--- config.mk ---
export PLATFORM = sky130hd
export DESIGN_NAME = vc_fifo_flat
export DESIGN_NICKNAME = d
export VERILOG_FILES = /design/src/rtl/vc_fifo_pkg.sv /design/src/rtl/vc_fifo_if.sv /design/src/rtl/vc_fifo_bank.sv /design/src/rtl/vc_fifo.sv /design/src/flat_wrapper.sv
export SDC_FILE = /design/constraint.sdc
export NUM_CORES = 1
export LEC_CHECK = 0
export CAP_MARGIN = 20
export CORE_ASPECT_RATIO = 2
export CORE_UTILIZATION = 55
export CTS_CLUSTER_SIZE = 12
export DETAILED_ROUTE_END_ITERATION = 10
export HOLD_SLACK_MARGIN = 0.02
export PLACE_DENSITY_LB_ADDON = 0.15
export SYNTH_ARGS = -nofsm -noshare
export SYNTH_HDL_FRONTEND = slang
export SYNTH_HIERARCHICAL = 1
export SYNTH_SLANG_ARGS = --single-unit
--- constraint.sdc ---
create_clock -name clk -period 4.7 [get_ports clk]
set_input_delay 0.94 -clock clk [delete_from_list [all_inputs] [get_ports clk]]
set_output_delay 0.94 -clock clk [all_outputs]
set_load 0.1 [all_outputs]
--- src/rtl/vc_fifo_pkg.sv ---
// rtl/vc_fifo_pkg.sv - shared widths and count type for the virtual-channel FIFO
package vc_fifo_pkg;

    // Counts are held in a fixed wide type and sliced to CW bits at the ports.
    localparam int MAX_CNT_W = 16;

    typedef logic [MAX_CNT_W-1:0] vc_count_t;

    function automatic int vcw(input int num_vc);
        return (num_vc > 1) ? $clog2(num_vc) : 1;
    endfunction

    function automatic int cw(input int depth);
        return $clog2(depth) + 1;
    endfunction

endpackage

--- src/rtl/vc_fifo_if.sv ---
// rtl/vc_fifo_if.sv - write/read handshake and status bundle for vc_fifo (almost_full with VC_FIFO_AFULL_EN)
interface vc_fifo_if
    import vc_fifo_pkg::*;
#(
    parameter int DATA_WIDTH = 32,
    parameter int DEPTH      = 8,
    parameter int NUM_VC     = 2
) ();

    localparam int VCW = vcw(NUM_VC);
    localparam int CW  = cw(DEPTH);

    logic                   in_valid;
    logic [VCW-1:0]         in_vc;
    logic [DATA_WIDTH-1:0]  in_data;
    logic [NUM_VC-1:0]      in_ready;
    logic [VCW-1:0]         out_vc_sel;
    logic                   out_valid;
    logic                   out_ready;
    logic [DATA_WIDTH-1:0]  out_data;
    logic [NUM_VC-1:0]      empty;
    logic [NUM_VC*CW-1:0]   occupancy;
`ifdef VC_FIFO_AFULL_EN
    logic [NUM_VC-1:0]      almost_full;
`endif

    modport master (
        output in_valid, in_vc, in_data, out_vc_sel, out_ready,
`ifdef VC_FIFO_AFULL_EN
        input  almost_full,
`endif
        input  in_ready, out_valid, out_data, empty, occupancy
    );

    modport slave (
        input  in_valid, in_vc, in_data, out_vc_sel, out_ready,
`ifdef VC_FIFO_AFULL_EN
        output almost_full,
`endif
        output in_ready, out_valid, out_data, empty, occupancy
    );

endinterface

--- src/rtl/vc_fifo_bank.sv ---
// rtl/vc_fifo_bank.sv - single-VC storage, pointers and count (afull_o with VC_FIFO_AFULL_EN)
module vc_fifo_bank
    import vc_fifo_pkg::*;
#(
    parameter int DATA_WIDTH   = 32,
`ifdef VC_FIFO_AFULL_EN
    parameter int AFULL_THRESH = 7,
`endif
    parameter int DEPTH        = 8
) (
    input  logic                    clk,
    input  logic                    rst,
    input  logic                    wr_en_i,
    input  logic [DATA_WIDTH-1:0]   wr_data_i,
    input  logic                    rd_en_i,
    output logic [DATA_WIDTH-1:0]   rd_data_o,
    output logic [cw(DEPTH)-1:0]    count_o,
`ifdef VC_FIFO_AFULL_EN
    output logic                    afull_o,
`endif
    output logic                    full_o,
    output logic                    empty_o
);

    localparam int PW = $clog2(DEPTH);
    localparam int CW = cw(DEPTH);

    logic [DATA_WIDTH-1:0] mem_q [DEPTH];
    logic [PW-1:0]         wr_ptr_q, wr_ptr_d;
    logic [PW-1:0]         rd_ptr_q, rd_ptr_d;
    vc_count_t             count_q, count_d;

    // Pointers wrap naturally because DEPTH is a power of two.
    always_comb begin
        wr_ptr_d = wr_en_i ? wr_ptr_q + 1'b1 : wr_ptr_q;
        rd_ptr_d = rd_en_i ? rd_ptr_q + 1'b1 : rd_ptr_q;
        count_d  = count_q;
        case ({wr_en_i, rd_en_i})
            2'b10:   count_d = count_q + 1'b1;
            2'b01:   count_d = count_q - 1'b1;
            default: count_d = count_q;
        endcase
    end

    always_ff @(posedge clk) begin
        if (rst) begin
            wr_ptr_q <= '0;
            rd_ptr_q <= '0;
            count_q  <= '0;
        end else begin
            wr_ptr_q <= wr_ptr_d;
            rd_ptr_q <= rd_ptr_d;
            count_q  <= count_d;
        end
    end

    always_ff @(posedge clk) begin
        if (wr_en_i) begin
            mem_q[wr_ptr_q] <= wr_data_i;
        end
    end

    assign rd_data_o = mem_q[rd_ptr_q];
    assign count_o   = count_q[CW-1:0];
    assign full_o    = (count_q == vc_count_t'(DEPTH));
    assign empty_o   = (count_q == '0);
`ifdef VC_FIFO_AFULL_EN
    assign afull_o   = (count_q >= vc_count_t'(AFULL_THRESH));
`endif

endmodule

--- src/rtl/vc_fifo.sv ---
// rtl/vc_fifo.sv - multi-VC FWFT FIFO top: VC decode and read mux (almost_full with VC_FIFO_AFULL_EN)
module vc_fifo
    import vc_fifo_pkg::*;
#(
    parameter int DATA_WIDTH   = 32,
    parameter int DEPTH        = 8,
    parameter int NUM_VC       = 2,
    parameter int AFULL_THRESH = DEPTH - 1
) (
    input  logic      clk,
    input  logic      rst,
    vc_fifo_if.slave  bus
);

    localparam int VCW = vcw(NUM_VC);
    localparam int CW  = cw(DEPTH);

    if (DEPTH < 2 || (DEPTH & (DEPTH - 1)) != 0 || CW > MAX_CNT_W) begin : g_bad_depth
        $error("vc_fifo: DEPTH must be a power of two >= 2");
    end
    if (NUM_VC < 1) begin : g_bad_num_vc
        $error("vc_fifo: NUM_VC must be >= 1");
    end
    if (AFULL_THRESH < 1 || AFULL_THRESH > DEPTH) begin : g_bad_thresh
        $error("vc_fifo: AFULL_THRESH must be in 1..DEPTH");
    end

    logic [NUM_VC-1:0]     wr_en;
    logic [NUM_VC-1:0]     rd_en;
    logic [NUM_VC-1:0]     full;
    logic [NUM_VC-1:0]     empty;
    logic [DATA_WIDTH-1:0] rd_data [NUM_VC];
    logic [CW-1:0]         count   [NUM_VC];
    logic [NUM_VC*CW-1:0]  occ_c;
    logic                  out_valid_c;
    logic [DATA_WIDTH-1:0] out_data_c;

    for (genvar v = 0; v < NUM_VC; v++) begin : g_vc
        // Full and empty come from registered counts only, so in_ready never sees out_ready.
        assign wr_en[v] = bus.in_valid && (bus.in_vc == VCW'(v)) && !full[v];
        assign rd_en[v] = bus.out_ready && (bus.out_vc_sel == VCW'(v)) && !empty[v];

        vc_fifo_bank #(
            .DATA_WIDTH   (DATA_WIDTH),
`ifdef VC_FIFO_AFULL_EN
            .AFULL_THRESH (AFULL_THRESH),
`endif
            .DEPTH        (DEPTH)
        ) u_bank (
            .clk       (clk),
            .rst       (rst),
            .wr_en_i   (wr_en[v]),
            .wr_data_i (bus.in_data),
            .rd_en_i   (rd_en[v]),
            .rd_data_o (rd_data[v]),
            .count_o   (count[v]),
`ifdef VC_FIFO_AFULL_EN
            .afull_o   (bus.almost_full[v]),
`endif
            .full_o    (full[v]),
            .empty_o   (empty[v])
        );
    end

    // Out-of-range selects match no VC and leave the read side idle.
    always_comb begin
        out_valid_c = 1'b0;
        out_data_c  = '0;
        occ_c       = '0;
        for (int v = 0; v < NUM_VC; v++) begin
            occ_c[v*CW +: CW] = count[v];
            if (bus.out_vc_sel == VCW'(v) && !empty[v]) begin
                out_valid_c = 1'b1;
                out_data_c  = rd_data[v];
            end
        end
    end

    assign bus.in_ready  = ~full;
    assign bus.empty     = empty;
    assign bus.occupancy = occ_c;
    assign bus.out_valid = out_valid_c;
    assign bus.out_data  = out_data_c;

endmodule

--- src/flat_wrapper.sv ---
// flat-port wrapper written by rule: the top's interface ports become plain ports
module vc_fifo_flat import vc_fifo_pkg::*;
#(
    parameter int DATA_WIDTH   = 32,
    parameter int DEPTH        = 8,
    parameter int NUM_VC       = 2,
    parameter int AFULL_THRESH = DEPTH - 1
)
  (clk, rst, bus_in_valid, bus_in_vc, bus_in_data, bus_out_vc_sel, bus_out_ready, bus_in_ready, bus_out_valid, bus_out_data, bus_empty, bus_occupancy);
  vc_fifo_if #(.DATA_WIDTH(DATA_WIDTH), .DEPTH(DEPTH), .NUM_VC(NUM_VC)) bus_i ();
  input  logic clk;
  input  logic rst;
  input wire logic [$bits(bus_i.in_valid)-1:0] bus_in_valid;
  input wire logic [$bits(bus_i.in_vc)-1:0] bus_in_vc;
  input wire logic [$bits(bus_i.in_data)-1:0] bus_in_data;
  input wire logic [$bits(bus_i.out_vc_sel)-1:0] bus_out_vc_sel;
  input wire logic [$bits(bus_i.out_ready)-1:0] bus_out_ready;
  output wire logic [$bits(bus_i.in_ready)-1:0] bus_in_ready;
  output wire logic [$bits(bus_i.out_valid)-1:0] bus_out_valid;
  output wire logic [$bits(bus_i.out_data)-1:0] bus_out_data;
  output wire logic [$bits(bus_i.empty)-1:0] bus_empty;
  output wire logic [$bits(bus_i.occupancy)-1:0] bus_occupancy;
  assign bus_i.in_valid = bus_in_valid;
  assign bus_i.in_vc = bus_in_vc;
  assign bus_i.in_data = bus_in_data;
  assign bus_i.out_vc_sel = bus_out_vc_sel;
  assign bus_i.out_ready = bus_out_ready;
  assign bus_in_ready = bus_i.in_ready;
  assign bus_out_valid = bus_i.out_valid;
  assign bus_out_data = bus_i.out_data;
  assign bus_empty = bus_i.empty;
  assign bus_occupancy = bus_i.occupancy;
  vc_fifo #(.DATA_WIDTH(DATA_WIDTH), .DEPTH(DEPTH), .NUM_VC(NUM_VC), .AFULL_THRESH(AFULL_THRESH)) u_core (.clk(clk), .rst(rst), .bus(bus_i));
endmodule
Word-level counts from Yosys, hierarchy flattened
Memories as Yosys holds them, arrays and structs flattened. A register that Yosys moved wholly into a read port is not among the register bits.
Cells that the tools add are included.

storage, ports and cells
  bits in writable memories = 512
  flip-flop bits (word level) = 44
  memories kept = 2

cells by class
  eq/ne operators = 6
  add/sub/neg operators = 8
  muxes and demuxes = 14
  bitwise logic cells = 3
  reduce and logical (&&, ||, !) cells = 18

memory list
  name                         depth  width  read ports  clocked after Yosys merged registers in  write ports  line                RTL
  u_core.g_vc[0].u_bank.mem_q  8      32     1           1                                        1            vc_fifo_bank.sv:28  logic [DATA_WIDTH-1:0] mem_q [DEPTH];
  u_core.g_vc[1].u_bank.mem_q  8      32     1           1                                        1            vc_fifo_bank.sv:28

operators by type and width
  operator               count
  $mux 32                2
  $pmux 16 s2            2
  $add 16x1->16 const B  2
  $eq 16x4->1 const B    2
  $logic_not 16->1       2
  $sub 16x1->16 const B  2
  $add 3x1->3 const B    4
  $mux 3                 4
  $logic_and 1x1->1      10
  $mux 1                 6
  $eq 2x1->1 const B     2
  $eq 2x2->1 const B     2
  $logic_not 1->1        4
  $reduce_bool 2->1      2
  $not 1->1              2
  $not 2->2              1

Longest topological paths before layout
Gate-level depths: netlist of run 1.

  word-level depth = 5
  gate-level depth with buffers = 22
  depth with buffers taken out = 15

Cells and area by module
The synthesis of run 1 kept the hierarchy.

by module, submodules not included
  module                                 cells an instance  area an instance (µm²)  instances
  vc_fifo_bank at u_core.g_vc[1].u_bank  662                11,710.0                1
  vc_fifo_bank at u_core.g_vc[0].u_bank  640                11,602.4                1
  vc_fifo                                48                 396.6                   1

Worst setup path after synthesis of run 1
No wires, ideal clock.

  kind = register to register
  start point = register u_core.g_vc[0].u_bank.count_q[5]
  end point = register u_core.g_vc[0].u_bank.count_q[14]
  arrival = 6.514 ns
  buffers on the path = 6
  setup slack = -1.938 ns
  stages on the path, launching flop included = 22
  cells stage by stage = dfxtp_1 -> clkbuf_1 -> nor2_1 -> nand3_1 -> nor3_1 -> nor2_2 -> buf_2 -> and2_1 -> ha_1 -> buf_4 -> buf_2 -> buf_6 -> buf_4 -> xor2_1 -> ha_1 -> or3_4 -> a21oi_4 -> nor3_1 -> o221ai_1 -> mux2_1 -> a21oi_1 -> mux2_1

between the ends
  word-level cells in the longest chain between the ends = 5
  elaborated cells between the ends (all ways) = 12

RTL lines
  item                                              line                RTL
  start: declaration                                vc_fifo_bank.sv:31  vc_count_t count_q, count_d;
  start signal: assignment                          vc_fifo_bank.sv:53  count_q <= count_d;
  $logic_not 16->1 (*)                              vc_fifo_bank.sv:66  assign empty_o = (count_q == '0);
  net bus_empty[0]                                  flat_wrapper.sv:21  output wire logic [$bits(bus_i.empty)-1:0] bus_empty;
  $logic_not 1->1 (*)                               vc_fifo.sv:41       assign rd_en[v] = bus.out_ready && (bus.out_vc_sel == VCW'(v)) && !empty[v];
  $logic_and 1x1->1 (*)                             vc_fifo.sv:41
  net u_core.rd_en[0]                               vc_fifo.sv:29       logic [NUM_VC-1:0] rd_en;
  $eq 2x1->1 or $eq 2x2->1 (tied branches)          vc_fifo_bank.sv:38  case ({wr_en_i, rd_en_i})
  $pmux 16 s2 or $reduce_bool 2->1 (tied branches)  n/a

The timed path passes the listed nets; every way through them passes the cells marked *.
A chain may end at the register's enable or synchronous reset.

Worst setup path after layout of run 1
  start point = register u_core.g_vc[1].u_bank.count_q[4]
  end point = register u_core.g_vc[1].u_bank.count_q[13]

between the ends
  word-level cells in the longest chain between the ends = 5
  elaborated cells between the ends (all ways) = 12

RTL lines
  item                                              line                RTL
  start: declaration                                vc_fifo_bank.sv:31
  start signal: assignment                          vc_fifo_bank.sv:53
  $eq 16x4->1 (*)                                   vc_fifo_bank.sv:65  assign full_o = (count_q == vc_count_t'(DEPTH));
  net u_core.full[1]                                vc_fifo.sv:30       logic [NUM_VC-1:0] full;
  $logic_not 1->1 (*)                               vc_fifo.sv:40       assign wr_en[v] = bus.in_valid && (bus.in_vc == VCW'(v)) && !full[v];
  $logic_and 1x1->1 (*)                             vc_fifo.sv:40
  net u_core.wr_en[1]                               vc_fifo.sv:28       logic [NUM_VC-1:0] wr_en;
  $eq 2x1->1 or $eq 2x2->1 (tied branches)          vc_fifo_bank.sv:38
  $pmux 16 s2 or $reduce_bool 2->1 (tied branches)  n/a

Marks and branches as above.

==> results of run 1 <==
==> sequential cells by signal, indices dropped and copies added, names as in the netlist, named ones only <==
register / cells
u_core/g_vc.u_bank/count_q: 32
u_core/g_vc.u_bank/mem_q: 512
u_core/g_vc.u_bank/wr_ptr_q: 6
u_core/g_vc.u_bank/rd_ptr_q: 6
==> worst max-delay path by stage <==
| stage | startpoint | end | slack [ns] | cells after the start |
|---|---|---|---|---|
| floorplan | u_core/g_vc[0].u_bank/count_q[0] | u_core/g_vc[0].u_bank/count_q[14] | -0.003 | 20 |
| global placement | bus_in_valid | u_core/g_vc[0].u_bank/count_q[14] | 0.51 | 13 |
| detailed placement | bus_in_valid | u_core/g_vc[0].u_bank/count_q[14] | 0.54 | 13 |
| CTS | flop | bus_out_data[14] | 0.61 | 5 |
| global route | u_core/g_vc[1].u_bank/count_q[4] | u_core/g_vc[1].u_bank/count_q[13] | 0.42 | 14 |
| finish | u_core/g_vc[1].u_bank/count_q[4] | u_core/g_vc[1].u_bank/count_q[13] | 0.63 | 14 |
==> cells in the final DEF (no fill, tap or decap), drive strengths merged, types with 16 or more instances in the layout <==
| cell | count |
|---|---|
| a21oi | 37 |
| a22o | 33 |
| buf | 87 |
| clkbuf | 67 |
| clkdlybuf4s50 | 47 |
| dfxtp | 50 |
| edfxtp | 512 |
| inv | 17 |
| mux2 | 78 |
| mux4 | 128 |
| nand2 | 26 |
| nand3 | 18 |
| nor2 | 82 |
| nor3 | 19 |
| o21ai | 36 |
| xnor2 | 16 |
==> worst max-delay path, cell delays in order, from the launching register on <==
cell and delay (ns):
dfxtp_1 0.52, nor4_4 0.46, nand4_1 0.25, nor2_1 0.16, inv_1 0.07, and3_1 0.25, inv_1 0.12, ha_1 0.30
buf_12 0.25, and4b_1 0.28, a32oi_1 0.31, a21oi_1 0.11, a221o_1 0.35, a32oi_1 0.18, mux2_1 0.33
==> metal layers <==
metal	up-vias	GRT usage [%]	share of wire (%)
li1	5570	-	-
met1	6741	31.0	37
met2	451	47.7	55
met5	-	0	0
met3	106	2.71	5.1
met4	0	8.89	2.9
==> stage by stage <==
| step | instances | setup TNS [ns] |
|---|---|---|
| floorplan | 1350 | -0.00252 |
| global placement | 1927 | 0 |
| detailed placement | 1927 | 0 |
| CTS | 1997 | 0 |
| global route | 1997 | 0 |
| finish | 1997 | 0 |
==> cells by family after synthesis <==
logic type      Yosys count  share of synthesized area (%)
fa+ha+maj                10                          0.528
simple gates            240                           5.39
compound gates          175                           5.20
xor+xnor                 30                           1.11
flops                   562                           69.1
mux                     215                           16.2
buf+inv                 118                           2.46
==> report_power, final <==
part / total, W / leakage, nW / switching (W) / internal [W]
registers: 0.00602 / 5.03 / 0.000371 / 0.00565
clock network: 0.00383 / 0.714 / 0.00169 / 0.00215
logic: 0.00834 / 2.77 / 0.00538 / 0.00296
total: 0.0182 / 8.51 / 0.00743 / 0.0108
==> cell type report <==
| type | instances | share of cell area (%) |
|---|---|---|
| well taps | 545 | 2.51 |
| clock buffers | 67 | 5.24 |
| clock inverters | 3 | 0.170 |
| multi-input cells | 670 | 25.6 |
| repair buffers | 134 | 5.92 |
| inverters | 16 | 0.221 |
| flip-flops and latches | 562 | 60.3 |
==> results.cfg, run 1 <==
[die]
initial_utilization_pct = 55.7
die-height_um = 296
die_area_sq_um = 44000
die_w_um = 149
core_area_sq_um = 42600
io_pins = 83
rows = 107

[synth]
synth-edff-count = 512
synth_common_cells = edfxtp_1, mux4_2, nor2_1
mappedNetlistArea_sq_um = 23700
syn_avg_cell_area_sq_um = 17.6
synth_largest_area_cell = edfxtp_1
synth_nets = 1398
ys.flop_type = edfxtp_1
yosysTopAreaCellShare_pct = 64.8
netlist-cell-type-count = 84
async_reset_ff_share_pct = 0
ys_warn_count = 6
synth_area_leaders = edfxtp_1, mux4_2, dfxtp_1, mux2_2, nor2_1
seq_area_frac_synth_pct = 69.1
syn-instance-count = 1350
ys_ff_latch = 562
synth.most_common_cell = edfxtp_1

[route]
first_pass_iters = 5
ant_nets = 0
drcViolationCount = 0
wire_per_inst_um = 27.3
drt_iter0_markers = 883
routed_wl_um = 54600
vias_per_cell = 6.44
vias = 12900

[clock_network]
clockBufferDepth = 3
cts_sinks = 562
cts.clk_slew.worst_paths_ns = 0.06
cts_tree = built
holdBufCountCts = 0
cts_made_buffers = 53
ctsResizeCount = 0
cts-root-buf = clkbuf_16
clk_latency_ns = 0.58
cts_setup_buffers = 0
ctsHtreeMaxLevel = 2

[cells_and_area]
fin_area_sq_um = 27200
drive_above_1_share_pct = 27.1
post-route-util_pct = 63.9
final-seq-area_sq_um = 16400
nets = 1485
diodes = 0
fillCellCount = 2937
syn_to_final_growth_pct = 14.7
multi_input_area_sq_um = 6970

[worst_setup_path]
r2r_end = u_core/g_vc[1].u_bank/count_q[13]
cp-end-kind = flop
cp_data_arrival_time_ns = 4.54
path_class = reg2reg
cp-start-kind = flop
r2r_cells = 14
reg2reg_slack_ns = 0.63
rr_startpoint = u_core/g_vc[1].u_bank/count_q[4]
cp_max_fo = 43
cp_data_required_time_ns = 5.16

[pwr]
power.total_w = 0.0182
powerDensity_nw_per_um2 = 669
ir_drop_uv = 800
leakage_nw = 8.51

[placement]
place.gp.congestion = 0.914
place_ws_ns = 0.536
portBuffers = 82
placed_area_sq_um = 25700
dp_hpwl_um = 31900

[outcome]
status = completed

[timing]
setup_viol = 0
max_freq_ghz = 0.246
fin_ws_ns = 0.627
hold_viol_final = 0
period_needed_ns = 4.07
rsz0062_at_grt = no
slew_headroom_pct = 28.1
finClkSkew_ns = 0.0229
slew_viol_final = 0
fin_crit_sh_pct = 86.7
whs_ns = 0.526
worst_slew_pin_slew_ns = 1.08

[global_routing]
grt_start_max_net_pins = 65
antenna_found_initial = 0
grt_pass1_wl_um = 82200
grt.total_usage_pct = 25.8
grt_pass1_vias = 13300
overflow = 0

[job]
maxCapViolCount = 0

[hold_path]
hold_class = reg2reg
hp-start = u_core/g_vc[1].u_bank/rd_ptr_q[2]
min_path_cells = 2
(Power assumes the default switching activity.)
==> inputs of run 2 (changes only) <==
--- a/config.mk
+++ b/config.mk
@@ -6,12 +6,12 @@
 export NUM_CORES = 1
 export LEC_CHECK = 0
 export CAP_MARGIN = 20
-export CORE_ASPECT_RATIO = 2
 export CORE_UTILIZATION = 55
 export CTS_CLUSTER_SIZE = 12
 export DETAILED_ROUTE_END_ITERATION = 10
 export HOLD_SLACK_MARGIN = 0.02
-export PLACE_DENSITY_LB_ADDON = 0.15
+export PLACE_DENSITY = 0.76
+export RECOVER_POWER = 25
 export SYNTH_ARGS = -nofsm -noshare
 export SYNTH_HDL_FRONTEND = slang
 export SYNTH_HIERARCHICAL = 1
==> results.cfg, run 2 (synthesis results as in run 1) <==
[timing]
hold_viol_final = 0
rsz0062_at_grt = no
slew_headroom_pct = 31.2
finClkSkew_ns = 0.0253
slew_viol_final = 0
whs_ns = 0.541
worst_slew_pin_slew_ns = 1.03
max_freq_ghz = 0.243
setup_viol = 0
period_needed_ns = 4.11
fin_crit_sh_pct = 87.4

[worst_setup_path]
cp-start-kind = flop
startpoint = u_core/g_vc[1].u_bank/count_q[6]
r2r_end = u_core/g_vc[1].u_bank/count_q[13]
path_class = reg2out
r2r_cells = 14
cp_data_arrival_time_ns = 3.17
cp-end-kind = primary output
critPathCapture = bus_empty[1]
cp_data_required_time_ns = 3.76
rr_startpoint = u_core/g_vc[1].u_bank/count_q[6]
reg2reg_slack_ns = 0.71
cp_max_fo = 13

[global_routing]
grt_pass1_vias = 13000
antenna_found_initial = 3
grt_start_max_net_pins = 65
grt.total_usage_pct = 24.9
grt_pass1_wl_um = 80300
overflow = 0

[clock_network]
cts-root-buf = clkbuf_16
clockBufferDepth = 3
cts_made_buffers = 56
cts_tree = built
ctsResizeCount = 0
holdBufCountCts = 0
cts_setup_buffers = 0
clk_latency_ns = 0.62
cts_sinks = 562
ctsHtreeMaxLevel = 2
cts.clk_slew.worst_paths_ns = 0.06

[pwr]
swShare_pct = 40.9
power_frac_seq_pct = 32.8
powerDensity_nw_per_um2 = 674
p_clk_share_pct = 22.1
intPower_w = 0.0109
power_switching_w = 0.00752
leakage_nw = 8.58
ir_drop_uv = 775
power.total_w = 0.0184
comb_power_share_pct = 45.0

[placement]
dp_hpwl_um = 28600
place.gp.congestion = 0.894
portBuffers = 82

[die]
die-height_um = 210
io_pins = 83
core_area_sq_um = 42200
rows = 75
initial_utilization_pct = 56.1
die_area_sq_um = 43900
die_w_um = 210

[route]
drt_iter0_markers = 1182
drcViolationCount = 0
vias_per_cell = 6.47
ant_nets = 0
wire_per_inst_um = 26.6
first_pass_iters = 6
routed_wl_um = 53500
vias = 13000

[cells_and_area]
layout_commonest_cell = edfxtp_1
fillCellCount = 2806
final_cell_mix = edfxtp_1, mux4_2, nor2_1
nets = 1487
drive_above_1_share_pct = 27.4
regMostFlops = u_core/g_vc.u_bank/mem_q
largest_reg_flops = 512
syn_to_final_growth_pct = 15.1
top_regs = u_core/g_vc.u_bank/mem_q: 512 flops, u_core/g_vc.u_bank/count_q: 32 flops

[outcome]
status = completed

[job]
maxCapViolCount = 0

[hold_path]
hold_class = reg2reg
run 2: cell types whose count changed in the layout (fill, tap and decap cells not counted), moves of 2 or more:
cell             change
buf_12               -4
buf_4                +3
clkbuf_8             +3
clkdlybuf4s50_1     -20
clkinv_1             +5
clkinv_16            +2
clkinv_2             +3
dlygate4sd3_1       +20
run 2: power by group through the flow:
stage | Clock [W] | Sequential (W) | Combinational [W]
4_1_cts | 0.00415 | 0.00604 | 0.00830
6_report | 0.00407 | 0.00604 | 0.00829
5_1_grt | 0.00433 | 0.00608 | 0.00861
2_1_floorplan | 0 | 0.00583 | 0.00600
3_5_place_dp | 0 | 0.00614 | 0.00826
3_3_place_gp | 0 | 0.00613 | 0.00824
run 2: cell type report:
| class | count | area (sq um) | share of cell area, % |
|---|---|---|---|
| flip-flops and latches | 562 | 16400 | 60.1 |
| multi-input cells | 670 | 6970 | 25.6 |
| repair buffers | 133 | 1550 | 5.69 |
| clock buffers | 71 | 1490 | 5.45 |
| well taps | 539 | 674 | 2.47 |
| clock inverters | 14 | 146 | 0.536 |
| inverters | 16 | 60.1 | 0.220 |
| diodes | 1 | 2.50 | 0.00917 |
run 2: routing by layer:
metal / GRT usage, % / up-vias / wire length, um
met5: 0 / - / 13
met4: 7.32 / 2 / 1300
met3: 4.85 / 101 / 4120
met2: 40.5 / 586 / 26400
met1: 34.5 / 6688 / 21700
li1: - / 5604 / -
run 2: stage by stage:
stage / cells / TNS [ns] / cell area, sq um / utilization (%) / worst slack, ns
after floorplan: 1350 / -0.00252 / 23900 / - / -0.00252
after global placement: 1919 / 0 / 25600 / 60.7 / 0.468
after detailed placement: 1919 / 0 / 25600 / 60.7 / 0.393
after CTS: 2004 / 0 / 27300 / 64.6 / 0.554
after global routing: 2005 / 0 / 27300 / 64.6 / 0.462
final: 2006 / 0 / 27300 / 64.6 / 0.593
run 2: worst min path at each step:
stage                                            from    to  slack [ns]  cells past startpoint
floorplan           u_core/g_vc[0].u_bank/rd_ptr_q[2]  flop        0.48                      2
global placement    u_core/g_vc[0].u_bank/rd_ptr_q[2]  flop        0.51                      2
detailed placement  u_core/g_vc[0].u_bank/rd_ptr_q[2]  flop        0.53                      2
CTS                 u_core/g_vc[1].u_bank/rd_ptr_q[1]  flop        0.54                      2
global route        u_core/g_vc[0].u_bank/rd_ptr_q[2]  flop        0.58                      2
finish              u_core/g_vc[0].u_bank/rd_ptr_q[1]  flop        0.54                      2
run 2: critical path, cell delays in order, from the launching register on:
cell and delay, ns:
dfxtp_1 0.47, nor4_4 0.47, nand4_1 0.22, nor2_4 0.23, clkdlybuf4s50_1 1.16
